`src/rtl/symbol_store_unit.sv`:
```
// symbol_store_unit: accepts a valid/ready symbol stream and writes it to
// consecutive RAM addresses from 0. It tracks the symbol count, flags
// completion and overflow, and offers a registered read port for the sort stage.
// Optional build macro: SYMBOL_CHECKSUM_EN adds a running modulo-2^DATA_WIDTH
// checksum output covering the current load.
module symbol_store_unit #(
  parameter int DATA_WIDTH    = 16,
  parameter int TOTAL_SYMBOLS = 10,
  parameter int ADDR_WIDTH    = 4
) (
  input  logic                  wClk,
  input  logic                  wRst,
  input  logic                  start,
  input  logic                  wEn,
  input  logic [DATA_WIDTH-1:0] wData,
  input  logic                  wLast,
  output logic                  wReady,
  input  logic                  rEn,
  input  logic [ADDR_WIDTH-1:0] rAddr,
  output logic [DATA_WIDTH-1:0] rData,
  output logic [ADDR_WIDTH:0]   count,
  output logic                  full,
  output logic                  done,
  output logic                  overflow
`ifdef SYMBOL_CHECKSUM_EN
  ,
  output logic [DATA_WIDTH-1:0] checksum
`endif
);

  typedef enum logic [1:0] {
    IDLE,
    LOAD,
    DONE
  } state_t;

  localparam logic [ADDR_WIDTH:0] TOTAL = (ADDR_WIDTH+1)'(TOTAL_SYMBOLS);

  state_t                state;
  state_t                state_next;
  logic [DATA_WIDTH-1:0] mem [TOTAL_SYMBOLS];
  logic [ADDR_WIDTH:0]   count_inc;
  logic                  accept;
  logic                  ovf_hit;

  assign count_inc = count + 1'b1;
  assign wReady    = (state == LOAD);
  assign done      = (state == DONE);
  assign full      = (count == TOTAL);

  // Next-state logic plus the accept/overflow strobes for the datapath
  always_comb begin
    state_next = state;
    accept     = 1'b0;
    ovf_hit    = 1'b0;
    unique case (state)
      IDLE, DONE: begin
        if (start) begin
          state_next = LOAD;
        end else if (wEn) begin
          ovf_hit = 1'b1;
        end
      end
      LOAD: begin
        // A start in LOAD restarts the load and drops any simultaneous write
        if (!start && wEn) begin
          accept = 1'b1;
          if (wLast || (count_inc == TOTAL)) begin
            state_next = DONE;
          end
        end
      end
      default: state_next = IDLE;
    endcase
  end

  // State register
  always_ff @(posedge wClk) begin
    if (wRst) begin
      state <= IDLE;
    end else begin
      state <= state_next;
    end
  end

  // Symbol count and sticky overflow; start clears both in every state
  always_ff @(posedge wClk) begin
    if (wRst) begin
      count    <= '0;
      overflow <= 1'b0;
    end else if (start) begin
      count    <= '0;
      overflow <= 1'b0;
    end else begin
      if (accept) begin
        count <= count_inc;
      end
      if (ovf_hit) begin
        overflow <= 1'b1;
      end
    end
  end

  // RAM write port; contents survive reset
  always_ff @(posedge wClk) begin
    if (!wRst && accept) begin
      mem[count[ADDR_WIDTH-1:0]] <= wData;
    end
  end

  // Registered read port; same-address write in this cycle returns old data
  always_ff @(posedge wClk) begin
    if (wRst) begin
      rData <= '0;
    end else if (rEn) begin
      if ({1'b0, rAddr} < TOTAL) begin
        rData <= mem[rAddr];
      end else begin
        rData <= '0;
      end
    end
  end

`ifdef SYMBOL_CHECKSUM_EN
  // Running checksum of accepted symbols, updated with the RAM write
  always_ff @(posedge wClk) begin
    if (wRst || start) begin
      checksum <= '0;
    end else if (accept) begin
      checksum <= checksum + wData;
    end
  end
`else
  // Checksum port and logic are absent in this build
`endif

endmodule

```
`config.mk`:
```
export PLATFORM = sky130hd
export DESIGN_NAME = symbol_store_unit
export DESIGN_NICKNAME = d
export VERILOG_FILES = /design/src/rtl/symbol_store_unit.sv
export SDC_FILE = /design/constraint.sdc
export NUM_CORES = 1
export LEC_CHECK = 0
export ABC_AREA = 1
export ABC_CLOCK_PERIOD_IN_PS = 2850
export CAP_MARGIN = 20
export CORE_MARGIN = 4
export CORE_UTILIZATION = 33
export DETAILED_ROUTE_END_ITERATION = 12
export SLEW_MARGIN = 20
export SYNTH_ARGS = -nofsm -noshare
export SYNTH_HDL_FRONTEND = slang
export SYNTH_SLANG_ARGS = --single-unit
```
`constraint.sdc`:
```
create_clock -name wClk -period 2.85 [get_ports wClk]
set_input_delay 0.285 -clock wClk [delete_from_list [all_inputs] [get_ports wClk]]
set_output_delay 0.285 -clock wClk [all_outputs]
set_load 0.02 [all_outputs]
```
==> summary.md, run 1 <==
The flow ran to the end, and the final reports show no timing, DRC or antenna violations. Dominant combinational cell family by area after synthesis: simple AND/OR/NAND/NOR gates. The logs give 5109 for the total vias in the final route and 9230 µm² for the final non-filler cell area.

Clock-pin slew was measured on the worst setup and hold paths at 0.07 ns. The later-pin clock latency in the skew report was 0.43 ns; the wire length of the first global-routing pass was 28.1 mm. Counting the buffers created by CTS gives 17. Setup repair after global routing left no endpoint under its margin. Among the stages of the critical path, the cell type that occurs most often is sky130_fd_sc_hd__inv_1. The logs give 1122 for the number of placed cells counting well taps and 0 for the count of buffers added by post-CTS timing repair for setup. The global placer's final weighted congestion was 0.791. The logs give 0.677 for the share of the yosys chip area belonging to registers and 0 for the number of design rule violations left after detail routing. The run gives 0 as the number of maximum-capacitance constraint violations. Tracing the worst setup path back leads to its startpoint at count[0].

The slew at the pin closest to its max-slew limit was 0.686 ns; the sum of routed wire length over all layers was 18.0 mm. The post-synthesis adder-cell area fraction was 0.00801. The final-stage net count was 853; the remaining antenna violation count was 0. The initial cell density of the core came out at 0.334. After clock tree synthesis, the flow added hold-fix buffers numbering 0. By instance count, the leading cell after synthesis is sky130_fd_sc_hd__nand2_1.

Dividing the detail-routed wire length by the instance count gives 15.6 µm. The total of flip-flops plus latches after synthesis was 184. Summed over all failing endpoints, the final setup total negative slack is 0 ns.

Cell type contributing the most total cell area after synthesis: sky130_fd_sc_hd__edfxtp_1. Classification of the worst setup path: reg2out. For the relative max-transition margin, the log shows 0.543. In this design, the stage delay of the slowest critical-path cell is 0.65 ns. The post-cts resize count is 0. Once detailed placement completed, the half-perimeter wirelength came to 12.0 mm. The share of the synthesized netlist area taken by xor and xnor gates came out at 0. Compared with the post-synthesis result, the final layout area differs by 18.1%. The total die area is 26200 µm². The kind of cell adding the most delay to the critical path is buffers and inverters. The mux contribution to synthesized area works out to 0.

The run gives 0.142 as the total global routing track utilization. For the non-filler instance count after layout, the log shows 1154. For this design the top-level I/O count stands at 51.

The worst hold path startpoint is rData[7]. For the final setup skew, the log shows 0.00909 ns. Sorting the synthesized cells by area gives the leading types as sky130_fd_sc_hd__edfxtp_1, sky130_fd_sc_hd__nand2_1, sky130_fd_sc_hd__dfxtp_1. Required arrival time at the worst endpoint: 2.57 ns. The critical path goes through inv_1 -> ha_1 -> inv_1 -> nor3_1 -> clkdlybuf4s50_1. The logs give 0 for the number of setup violations in the final report and 5023 for the via count of the first global-routing pass.

The compound-cell area share of the yosys netlist is 0.0272, and the Yosys warning count is 0. The placed instances occupy a cell area of 8670 µm². Worst hold-check path type: reg2reg.

The time the worst path needs with I/O delays and setup was 2.37 ns. Counting instances in the post-synthesis netlist gives the leading cell types as sky130_fd_sc_hd__nand2_1, sky130_fd_sc_hd__edfxtp_1, sky130_fd_sc_hd__inv_1, sky130_fd_sc_hd__nor2_1, sky130_fd_sc_hd__nand3_1. The number of buffers between clock root and the deepest sink was 2; the number of vias per cell after detailed routing was 4.43. The die span in x works out to 162 µm. The synthesized-area fraction occupied by and/or/nand/nor cells was 0.210; the number of hold-slack violations in the final timing report was 0. The final count of pins violating max slew came out at 0.

The largest driver fanout on the critical path was 7; the data arrival time of the critical path was 2.08 ns. STA classifies the critical path startpoint as a flip-flop. The cell sitting at the root of the clock tree is a sky130_fd_sc_hd__clkbuf_16. The most used flip-flop cell after synthesis is sky130_fd_sc_hd__edfxtp_1.

The number of antenna diodes in the final layout is 0. The tools report the number of antenna violations at the first check in global routing as 0. The kind of end point of the critical path was an output port. In this run the static leakage power is 3.61 nW. The ratio of cells with drive above 1 in the final layout is 0.0802, and the total power density per cell area is 603 nW/µm². The number of buffers added on ports is 50, and the total power draw is 5.56 mW. In this run the vertical extent of the chip is 162 µm. Entering global routing, the biggest net connects 66 pins. Counting every net in the synthesized netlist gives 797. After synthesis the cells add up to 7810 µm². TritonCTS built the clock tree. The share of the clock period used by the worst path after layout was 0.830; the TritonCTS sink count was 184. Post-synthesis area per instance: 10.2 µm². The logs give 4 for the number of H-tree levels and 56 for the standard-cell row count. After the first detailed-routing iteration, the DRC count stood at 358. The run gives 0.464 ns as the worst hold slack after final layout.

The count of buffering cells on the critical path with inverters included was 3; the proportion of register bits with asynchronous set or reset after synthesis was 0. The cell count after synthesis is 766. Area of the core: 23400 µm². The worst-case IR drop observed on VDD is 0.435 mV. Before antenna repair, the detailed router went through 4 iterations. Counting distinct cell types in the post-synthesis netlist gives 24.

The number of enable-type register cells in the synthesized netlist works out to 160. Cell with the largest stage delay on the worst path: sky130_fd_sc_hd__clkdlybuf4s50_1. The worst register-to-register path begins at state[0]. The highest achievable clock rate is 423 MHz. The global-route congestion overflow total came out at 0. The area share of the leading cell type in the synthesized netlist was 0.615.
[cells by family (layout without fill, tap and decap cells)]
| kind of cell | count (synthesis) | after routing |
|---|---|---|
| AO/OA/AOI/OAI | 41 | 41 |
| adder cells (fa/ha/maj) | 5 | 5 |
| buffers and inverters | 134 | 203 |
| flip-flops | 184 | 184 |
| AND/OR/NAND/NOR | 402 | 402 |
[routing by layer]
| metal | up-vias | part of all wire | track usage |
|---|---|---|---|
| li1 | 2586 | - | - |
| met1 | 2397 | 0.43 | 0.170 |
| met2 | 103 | 0.52 | 0.252 |
| met3 | 23 | 0.031 | 0.0282 |
| met4 | 0 | 0.022 | 0.0542 |
| met5 | - | 0 | 0 |
[worst reg2reg max path: stages, from the launching register on]
cell	delay, ns
sky130_fd_sc_hd__dfxtp_1	0.33
sky130_fd_sc_hd__inv_1	0.07
sky130_fd_sc_hd__nor2_2	0.16
sky130_fd_sc_hd__nand3_1	0.30
sky130_fd_sc_hd__nor2_1	0.33
sky130_fd_sc_hd__inv_2	0.17
sky130_fd_sc_hd__nor3_2	0.15
sky130_fd_sc_hd__buf_4	0.27
[flip-flops by register name (all words and copies together), names as in the netlist]
register / flops
count: 5
overflow: 1
state: 2
mem: 160
rData: 16
[power breakdown]
| group | internal [mW] | switching, mW |
|---|---|---|
| Clock | 1.25 | 0.979 |
| Combinational | 0.125 | 0.250 |
| Sequential | 2.94 | 0.0107 |
| Total | 4.32 | 1.24 |
[worst paths after layout]
kind / end / slack [ns] / cells after the start
min: rData[7] / 0.46 / 2
max reg2reg: mem[3][1] / 0.74 / 7
max: full / 0.48 / 5
min reg2reg: rData[7] / 0.46 / 2
[placed cells by master, fill, tap and decap left out, drive strengths merged]
cell / netlist / routed
clkinvlp: 0 / 1
a211oi: 2 / 2
clkinv: 1 / 8
buf: 26 / 21
clkdlybuf4s50: 0 / 49
inv: 100 / 101
edfxtp: 160 / 160
nand3: 70 / 70
ha: 5 / 5
clkbuf: 7 / 22
nand2: 227 / 227
o21ai: 19 / 19
a21oi: 19 / 19
o21a: 1 / 1
nor3: 8 / 8
nor2: 95 / 95
bufinv: 0 / 1
nand4: 2 / 2
dfxtp: 24 / 24
[stage by stage]
stage,util,setup WS (ns)
after floorplan,-,0.274
after global placement,0.370,0.559
after detailed placement,0.370,0.495
after CTS,0.394,0.437
after global routing,0.394,0.385
final,0.394,0.485
[cell type report]
| type | instances | area (µm²) |
|---|---|---|
| Clock inverter | 10 | 96.3 |
| Fill cell | 2304 | 14200 |
| Inverter | 101 | 384 |
| Tap cell | 319 | 399 |
| Timing Repair Buffer | 70 | 646 |
| Sequential cell | 184 | 5290 |
| Multi-Input combinational cell | 448 | 1950 |
| Clock buffer | 22 | 464 |
Power figures use the tool's default switching activity.
==> inputs of run 2 (changes only) <==
--- a/config.mk
+++ b/config.mk
@@ -6,7 +6,7 @@
 export NUM_CORES = 1
 export LEC_CHECK = 0
 export ABC_AREA = 1
-export ABC_CLOCK_PERIOD_IN_PS = 2850
+export ABC_CLOCK_PERIOD_IN_PS = 2000
 export CAP_MARGIN = 20
 export CORE_MARGIN = 4
 export CORE_UTILIZATION = 33
==> constraint.sdc (replaced) <==
create_clock -name wClk -period 2 [get_ports wClk]
set_input_delay 0.2 -clock wClk [delete_from_list [all_inputs] [get_ports wClk]]
set_output_delay 0.2 -clock wClk [all_outputs]
set_load 0.02 [all_outputs]
==> run 2 against run 1 <==
  * Clock skew decreased by 0.0010 ns
  * Utilization increased by 1.2 points
  * Critical endpoint unchanged
  * Register-to-register slack got worse by 0.51 ns
  * Design area increased by 3.0%
  * Count of clock-buffer cells in the layout decreased by 2
  * Global-route usage about the same
  * Routed wire length decreased by 1.3%
  * Combinational power increased by 51%
  * Setup slack got worse by 0.35 ns
==> summary.md, run 2 (same netlist as run 1, synthesis figures left out) <==
The tools report the area of the core as 23400 µm² (unchanged). STA classifies the critical path startpoint as a flip-flop. The die span in x is 162 µm (unchanged), and the final non-filler cell area is 9510 µm² (+3.0%). Final count of pins violating max slew: 0 (unchanged).

The TritonCTS buffer count is 17 (unchanged), and the maximum VDD drop is 0.533 mV (+23%). The height of the die was 162 µm (unchanged); the number of setup violations in the final report was 0 (unchanged). The total vias in the final route was 5173 (+1.3%).

The logs give 0 (unchanged) for the remaining antenna violation count and 60 (-9.1%) for the pin count of the biggest net entering global routing. For the initial cell density of the core, the log shows 0.334 (unchanged). For the final-stage net count, the log shows 863 (+1.2%). The library cells used most frequently in the layout, excluding fill and tap cells, are sky130_fd_sc_hd__nand2_1, sky130_fd_sc_hd__edfxtp_1, sky130_fd_sc_hd__inv_1.

Worst hold-check path type: reg2reg. The worst-case register-to-register setup slack is 0.23 ns (-0.51 ns). The via count of the first global-routing pass was 5196 (+3.4%); the number of hold-slack violations in the final timing report was 0 (unchanged). Number of buffers added on ports: 50 (unchanged). TritonCTS built the clock tree.

For the required arrival time at the worst endpoint, the log shows 1.80 ns (-0.77 ns). The total die area was 26200 µm² (unchanged); the number of design rule violations left after detail routing was 0 (unchanged). For the total power draw, the log shows 8.06 mW (+45%). The number of flip-flops under the largest register name was 160 (unchanged). The tools report the standard-cell row count as 56 (unchanged). The post-layout worst setup margin was 0.134 ns (-0.351 ns); the largest driver fanout on the critical path was 6 (-1).

The number of maximum-capacitance constraint violations was 0 (unchanged). The root buffer cell chosen for the clock tree is sky130_fd_sc_hd__clkbuf_16. The ratio of cells with drive above 1 in the final layout is 0.0888 (+0.00852), and the worst-case setup slack after placement is 0.0823 ns (-0.412 ns). The number of fill cells in the layout is 2310 (+0.26%). The total leakage power was 3.71 nW (+2.8%); the number of cells on the worst hold path was 2 (unchanged). The depth of the worst register-to-register path is 7 (unchanged), and the number of diodes is 0 (unchanged). The library cell used most frequently in the layout, excluding fill and tap cells, is sky130_fd_sc_hd__nand2_1. From synthesis to final layout, the design area changed by 21.7%.

Global placer's final weighted congestion: 0.836 (+5.7%). The run gives 17.8 mm (-1.3%) as the sum of routed wire length over all layers. The post-place instance area is 8930 µm² (+3.0%).

For the data arrival time of the critical path, the log shows 1.67 ns (-0.41 ns). The average wire length per cell after detail routing came out at 15.3 µm (-2.1%). The run finished with clean final reports. The logs give 0 ns (unchanged) for the aggregate negative setup slack and 184 (unchanged) for the TritonCTS sink count. The critical path is of the reg2out type. The total power density per cell area works out to 848 nW/µm² (+41%). The total global routing track utilization is 0.142 (+0.000474). The number of vias per cell after detailed routing works out to 4.44 (+0.38%).

The tools report the non-filler instance count after layout as 1164 (+0.87%). The relative max-transition margin is 0.658 (+0.115), and the time the worst path needs with I/O delays and setup is 1.87 ns. The clock transition at the registers of the reported paths was 0.06 ns (about the same).

The number of H-tree levels is 4 (unchanged). The logs give 28.5 mm (+1.6%) for the wire length of the first global-routing pass and 0 (unchanged) for the number of antenna violations at the first check in global routing. The kind of end point of the critical path is an output port.

The logs give 0 (unchanged) for the global-route congestion overflow total and 456 (+27%) for the DRC violation total after the first TritonRoute iteration. Derived from the worst setup path, the maximum achievable clock frequency is 536 MHz. Share of the clock period used by the worst path after layout: 0.933. The detailed-router iteration count before antenna repair is 5 (+1), and the final setup skew is 0.00806 ns (-0.00103 ns).

The number of buffers between clock root and the deepest sink was 2 (unchanged); the number of placed cells counting well taps was 1132 (+0.89%). The HPWL after detailed placement came out at 11.9 mm (-1.3%). The number of top-level pins was 51 (unchanged); the slew at the pin closest to its max-slew limit was 0.512 ns (-0.174 ns). The later-pin clock latency in the skew report was 0.43 ns (about the same).
## run 2: timing repair
action / 4_1_cts / 5_1_grt
setup buffers: 0 / 0
endpoints found under the hold margin: 0 / 0
hold buffers: 0 / 0
resized for setup: 4 / 1
setup endpoints to repair: 1 / 1
## run 2: power by group
part / switching, mW / internal [mW] / leakage (nW)
logic: 0.364 / 0.204 / 1.80
registers: 0.0138 / 4.19 / 1.63
clock network: 1.34 / 1.94 / 0.277
## run 2: layout make-up
class	count	area (µm²)	share of cell area
Sequential cell	184	5290	0.556
Clock buffer	20	437	0.0459
Tap cell	319	399	0.0420
Timing Repair Buffer	80	897	0.0944
Inverter	101	384	0.0404
Clock inverter	12	133	0.0140
Multi-Input combinational cell	448	1970	0.207
## run 2: metrics by stage
step | hold slack, ns | utilization
after floorplan | 0.299 | -
after global placement | 0.452 | 0.382
after detailed placement | 0.457 | 0.382
after CTS | 0.444 | 0.406
after global routing | 0.486 | 0.406
final | 0.462 | 0.406
## run 2: worst paths after layout
check,startpoint,end
worst min register to register,rData[5],rData[5]
worst max-delay path,count[1],full
worst min-delay path,rData[5],rData[5]
worst max register to register,state[0],mem[5][5]
## run 2: routing by layer
layer | GRT usage | up-vias | part of all wire
met2 | 0.237 | 108 | 0.49
li1 | - | 2618 | -
met3 | 0.0370 | 21 | 0.041
met5 | 0 | - | 0
met1 | 0.185 | 2426 | 0.45
met4 | 0.0404 | 0 | 0.015
## run 2: worst max-delay path, cell delays in order, from the launching register on
cell and delay [ns]:
sky130_fd_sc_hd__dfxtp_1 0.42, sky130_fd_sc_hd__ha_1 0.18, sky130_fd_sc_hd__inv_1 0.12, sky130_fd_sc_hd__nor3_2 0.23, sky130_fd_sc_hd__clkdlybuf4s15_2 0.29
==> variant 1: new RTL, settings of run 1 <==
Register the output `count` once more, with the module's reset; this adds one clock of latency there. The other outputs are not delayed to match.
--- a/src/rtl/symbol_store_unit.sv
+++ b/src/rtl/symbol_store_unit.sv
@@ -37,4 +37,6 @@
   localparam logic [ADDR_WIDTH:0] TOTAL = (ADDR_WIDTH+1)'(TOTAL_SYMBOLS);
 
+  logic [ADDR_WIDTH:0] count_s0;
+
   state_t                state;
   state_t                state_next;
@@ -44,8 +46,8 @@
   logic                  ovf_hit;
 
-  assign count_inc = count + 1'b1;
+  assign count_inc = count_s0 + 1'b1;
   assign wReady    = (state == LOAD);
   assign done      = (state == DONE);
-  assign full      = (count == TOTAL);
+  assign full      = (count_s0 == TOTAL);
 
   // Next-state logic plus the accept/overflow strobes for the datapath
@@ -87,12 +89,12 @@
   always_ff @(posedge wClk) begin
     if (wRst) begin
-      count    <= '0;
+      count_s0 <= '0;
       overflow <= 1'b0;
     end else if (start) begin
-      count    <= '0;
+      count_s0 <= '0;
       overflow <= 1'b0;
     end else begin
       if (accept) begin
-        count <= count_inc;
+        count_s0 <= count_inc;
       end
       if (ovf_hit) begin
@@ -105,5 +107,5 @@
   always_ff @(posedge wClk) begin
     if (!wRst && accept) begin
-      mem[count[ADDR_WIDTH-1:0]] <= wData;
+      mem[count_s0[ADDR_WIDTH-1:0]] <= wData;
     end
   end
@@ -135,4 +137,12 @@
 `endif
 
+  always_ff @(posedge wClk) begin
+    if (wRst) begin
+      count <= '0;
+    end else begin
+      count <= count_s0;
+    end
+  end
+
 endmodule
 
Behaviour: not the same (a bounded check fails within 4 cycles, from zero or initial values and one cycle with wRst high).
==> variant 1 against run 1 <==
  * Power is 0.54% higher
  * Area after synthesis is 1.2% higher
  * Sequential cell count is 5 higher
  * Sequential share of layout area is 0.29 points higher
  * Critical path depth stayed put
  * Synthesized cell count is 1.3% higher
  * Routed wire length is 0.19% lower
  * Non-clock buffer count is 2 lower
  * Hold slack better by 0.60 ps
  * Highest routed layer unchanged
  * Final area is 1.4% higher
  * Sequential power is 2% higher
  * Setup slack worse by 69 ps
==> variant 1: results (changes against run 1) <==
* Largest fanout on the critical path: 6 (-1)
* CP Data Arrival Time: 2150 ps (+70 ps)
- The wire length the detailed router placed on met1 was 8222 um (+6.3%).
- Met3 routed WL: 967 um (+75%)
- Post-detail-place hpwl: 11660 um (-3.1%)
- The total wirelength of the detailed-routed design came to 18010 um (-0.19%).
* Adder-Cell Fraction of Synth Area: 0.7913% (-0.0096 points)
- Biggest area contributors in the synthesized netlist: edfxtp_1 61%, nand2_1 11%, dfxtp_1 7.3%
- The number of instances in the placed design is 1130 (+0.71%).
- Post-synthesis cell type count: 23 (-4.2%)
* Post-synthesis average cell area: 10.19 um2 (about the same)
- Via count of the first global-routing pass: 5034 (+0.22%)
- Number of synthesized flops with an enable pin: 160 (unchanged)
* Post-cts resize count: 0 (unchanged)
* Post-DP Area: 8810 um2 (+1.6%)
- Total leakage power: 3.649 nW (+1.0%)
- Wire length of the first global-routing pass: 28140 um (+0.30%)
* Peak supply drop: 413.8 uV (-4.8%)
- Result of the run: completed
- The starting DRC count in detailed routing was 399 (+11%).
* Actual slew at the worst max-slew pin: 560.2 ps (-125.7 ps)
- Worst clock skew: 15.12 ps (+6.026 ps)
- Clock tree synthesis selected as its root buffer the cell clkbuf_16.
- Sequential cell area fraction in the yosys report: 68.11% (+0.45 points)
- The per-cell routed wire length came to 15.50 um (-0.88%).
* Antenna violations before repair: 0 (unchanged)
- The overall track demand over capacity in global routing is 13.94% (-0.26 points).
- The post-placement worst setup slack came to 449.9 ps (-44.85 ps).
- Number of CTS-inserted buffers: 17 (unchanged)
* Via count of the routed design: 5266 (+3.1%)
- Gpl congestion: 0.8286 (+4.8%)
* Synth cell count leaders: 227 x nand2_1, 160 x edfxtp_1, 98 x inv_1
- The net count of the mapped netlist was 807 (+1.3%).
- Post CTS Setup Buffer Count: 0 (unchanged)
* Share of layout cells above drive strength 1: 7.711% (-0.31 points)
- The post-synthesis compound-gate area fraction is 2.785% (+0.062 points).
- Antenna Cells: 0 (unchanged)
- Net Sw Power: 1.279 mW (+3.2%)
* Warnings from Yosys: 0 (unchanged)
- Hold Violations, Final: 0 (unchanged)
* NumNets Final: 861 (+0.94%)
- The number of flip-flops under the largest register name was 160 (unchanged).
- Clock Tree Buf Depth: 2 (unchanged)
- The largest net degree at the start of global routing came to 96 (+45%).
- Met2 WL post-DR: 8536 um (-8.8%)
- Detailed-router iteration count before antenna repair: 5 (+1)
## variant 1: cell type report
| class | instances | area, um2 |
|---|---|---|
| fillers | 2340 | 14190 |
| multi-input cells | 453 | 1976 |
| inverters | 101 | 381.6 |
| well taps | 319 | 399.1 |
| flip-flops and latches | 189 | 5385 |
| clock buffers | 21 | 460.4 |
| clock inverters | 11 | 86.33 |
| repair buffers | 68 | 668.1 |
## variant 1: routing by layer
layer,up-vias,track usage (%)
met4,0,4.766
met5,-,0
li1,2610,-
met3,21,2.556
met1,2512,19.42
met2,123,22.04
## variant 1: path summary, 6_finish.rpt
| kind | from | end | slack, ps | depth (start not counted) |
|---|---|---|---|---|
| max | count_s0[0] | full | 420 | 5 |
| min | rData[4] | rData[4] | 460 | 2 |
| max reg2reg | state[0] | mem[5][15] | 650 | 7 |
| min reg2reg | rData[4] | rData[4] | 460 | 2 |
## variant 1: cells by family (layout without fill, tap and decap cells)
| family | Yosys count | after routing |
|---|---|---|
| adder cells (fa/ha/maj) | 5 | 5 |
| buffers and inverters | 134 | 201 |
| AO/OA/AOI/OAI | 41 | 41 |
| flip-flops | 189 | 189 |
| AND/OR/NAND/NOR | 407 | 407 |
## variant 1: critical path: stages, from the launching register on
cell             delay, ps
dfxtp_1                360
inv_1                  200
ha_1                   180
inv_1                  100
nor3_1                 220
clkdlybuf4s50_1        650
## variant 1: power groups by stage
stage / clock, mW / combinational, mW / sequential, mW
floorplan: 0 / 0.199 / 3.10
global placement: 0 / 0.385 / 3.08
detailed placement: 0 / 0.388 / 3.08
CTS: 2.24 / 0.389 / 3.02
global route: 2.35 / 0.425 / 3.02
finish: 2.19 / 0.381 / 3.02
==> variant 2: new RTL, flow settings as in run 1 <==
Made on the original files. Build with the macro `SYMBOL_CHECKSUM_EN` defined.
--- a/src/rtl/symbol_store_unit.sv
+++ b/src/rtl/symbol_store_unit.sv
@@ -4,4 +4,6 @@
 // Optional build macro: SYMBOL_CHECKSUM_EN adds a running modulo-2^DATA_WIDTH
 // checksum output covering the current load.
+`define SYMBOL_CHECKSUM_EN
+
 module symbol_store_unit #(
   parameter int DATA_WIDTH    = 16,
Check against the original RTL (old outputs only; new: checksum): equivalent (Yosys induction, for registers that start in step).
==> variant 2 against run 1 <==
  * Setup slack improved by 77 ps
  * Count of clock-buffer cells in the layout decreased by 4
  * Largest cell class unchanged
  * Fmax increased by 3.3%
  * Critical path depth unchanged
  * Cell count increased by 17%
  * Routed wire length increased by 21%
  * Power increased by 8.5%
  * Area after synthesis increased by 14%
  * Sequential cell count increased by 16
  * Non-clock buffer count increased by 31
  * Final area increased by 16%
==> variant 2: results (changes against run 1) <==
* Result of the run: completed
- Largest net degree at the start of global routing: 87 (+32%)
- The sequential share of the synthesized area came to 62.72% (-4.9 points).
- Reg2reg setup slack: 940 ps (+200 ps)
* H-tree depth: 4 (unchanged)
- The first-pass GRT wire length was 34180 um (+22%).
* NumNets Final: 1053 (+23%)
* Largest register FFs: 160 (unchanged)
- In this run the critical register-to-register path is captured at mem[8][0].
- The arrival time at the worst endpoint came to 2000 ps (-80 ps).
- The total setup buffers inserted after CTS is 0 (unchanged).
* Clock latency on the worst-skew pair: 450 ps (+20 ps)
- Number of nets produced by synthesis: 970 (+22%)
* Warnings from Yosys: 0 (unchanged)
* CTS Root Cell: clkbuf_16
* Max-Slew Margin vs Limit: 44.74% (-9.5 points)
- Peak supply drop: 258.1 uV (-41%)
* DRC marker count from the first detailed-route iteration: 584 (+63%)
- On the worst path, the slowest cell contributes a delay of 640 ps.
* Total leakage power: 4.168 nW (+15%)
- Filler Cell Count: 2546 (+11%)
- The routability-driven placement congestion ratio was 0.8289 (+4.8%).
- The largest fanout on the critical path came to 5 (-2).
- Share of layout cells above drive strength 1: 8.235% (+0.21 points)
- Min-delay src: rData[1]
- Via count of the first global-routing pass: 6012 (+20%)
- The total of hold buffers inserted after clock tree synthesis came to 0 (unchanged).
* IO Port Bufs: 66 (+32%)
- Post-detail-place hpwl: 13870 um (+15%)
* Overall track demand over capacity in global routing: 14.69% (+0.49 points)
- Most common flop cell mapped by yosys: edfxtp_1
- Antenna violations before repair: 0 (unchanged)
- Detailed-router iteration count before antenna repair: 6 (+2)
* Synth cell count leaders: 246 x nand2_1, 160 x edfxtp_1, 147 x nor2_1
* Worst clock skew: 10.59 ps (+1.503 ps)
- Via count of the routed design: 6403 (+25%)
- Pre-CTS setup slack: 272.8 ps (-221.9 ps)
* Number of cell instances on the worst register-to-register path: 7 (unchanged)
- The count of flip-flops with a built-in enable after synthesis was 160 (unchanged).
* Biggest area contributors in the synthesized netlist: edfxtp_1 54%, nand2_1 10%, dfxtp_1 9.0%
* Worst Hold Endpoint: rData[1]
- The total wirelength of the detailed-routed design is 21890 um (+21%).
- Antenna Cells: 0 (unchanged)
* Class of the worst hold path: reg -> reg
* Worst setup margin: 561.5 ps (+76.56 ps)
- Post-synthesis cell type count: 29 (+21%)
- The count of instances resized after the clock tree is built was 0 (unchanged).
==> variant 2: cells by family after synthesis <==
| family | after synthesis | share of synthesized area [%] |
|---|---|---|
| xor gates and xnor gates | 10 | 0.9800 |
| buffers and inverters | 116 | 5.922 |
| AOI/OAI and AO/OA | 110 | 6.538 |
| and+or+nand+nor | 468 | 20.96 |
| DFF | 200 | 62.72 |
| adders and majority gates | 20 | 2.884 |
==> variant 2: power by group <==
part / total [mW] / leakage [nW] / switching (mW) / internal (mW)
Sequential: 3.18 / 1.76 / 0.0146 / 3.17
Clock: 2.34 / 0.272 / 1.16 / 1.18
Combinational: 0.509 / 2.13 / 0.326 / 0.183
Total: 6.03 / 4.17 / 1.50 / 4.53
==> variant 2: final cells by class <==
cell class / instances / share of cell area (%)
Clock inverter: 14 / 1.278
Tap cell: 335 / 3.929
Multi-Input combinational cell: 608 / 26.60
Clock buffer: 18 / 4.117
Inverter: 79 / 2.803
Timing Repair Buffer: 101 / 8.726
Sequential cell: 200 / 52.55
==> variant 2: worst max path at each step <==
| stage | from | endpoint |
|---|---|---|
| 2_1_floorplan | state[0] | mem[0][0] |
| 3_3_place_gp | wData[0] | checksum[8] |
| 3_5_place_dp | wData[0] | checksum[8] |
| 4_1_cts | count[0] | full |
| 5_1_grt | count[0] | full |
| 6_report | count[0] | full |
==> variant 2: worst max-delay path, delay by kind of cell (launching register included) <==
family        cells  cell delay [ps]
buf+inv           3              840
flops             1              350
simple gates      1              210
fa+ha+maj         1              150
==> variant 2: metrics by stage <==
step	power (mW)	instance area (um2)	instances	hold WS [ps]
after floorplan	3.547	8937	924	383.9
after global placement	3.757	10090	1323	456.6
after detailed placement	3.760	10090	1323	452.5
after CTS	6.091	10670	1355	467.8
after global routing	6.261	10670	1355	481.5
final	6.033	10670	1355	466.4
==> variant 2: metal layers <==
layer | vias up | track usage [%] | part of all wire, %
met1 | 2998 | 21.04 | 48
li1 | 3227 | - | -
met4 | 0 | 2.927 | 0.93
met3 | 14 | 3.755 | 6.0
met2 | 164 | 22.86 | 45
met5 | - | 0 | 0
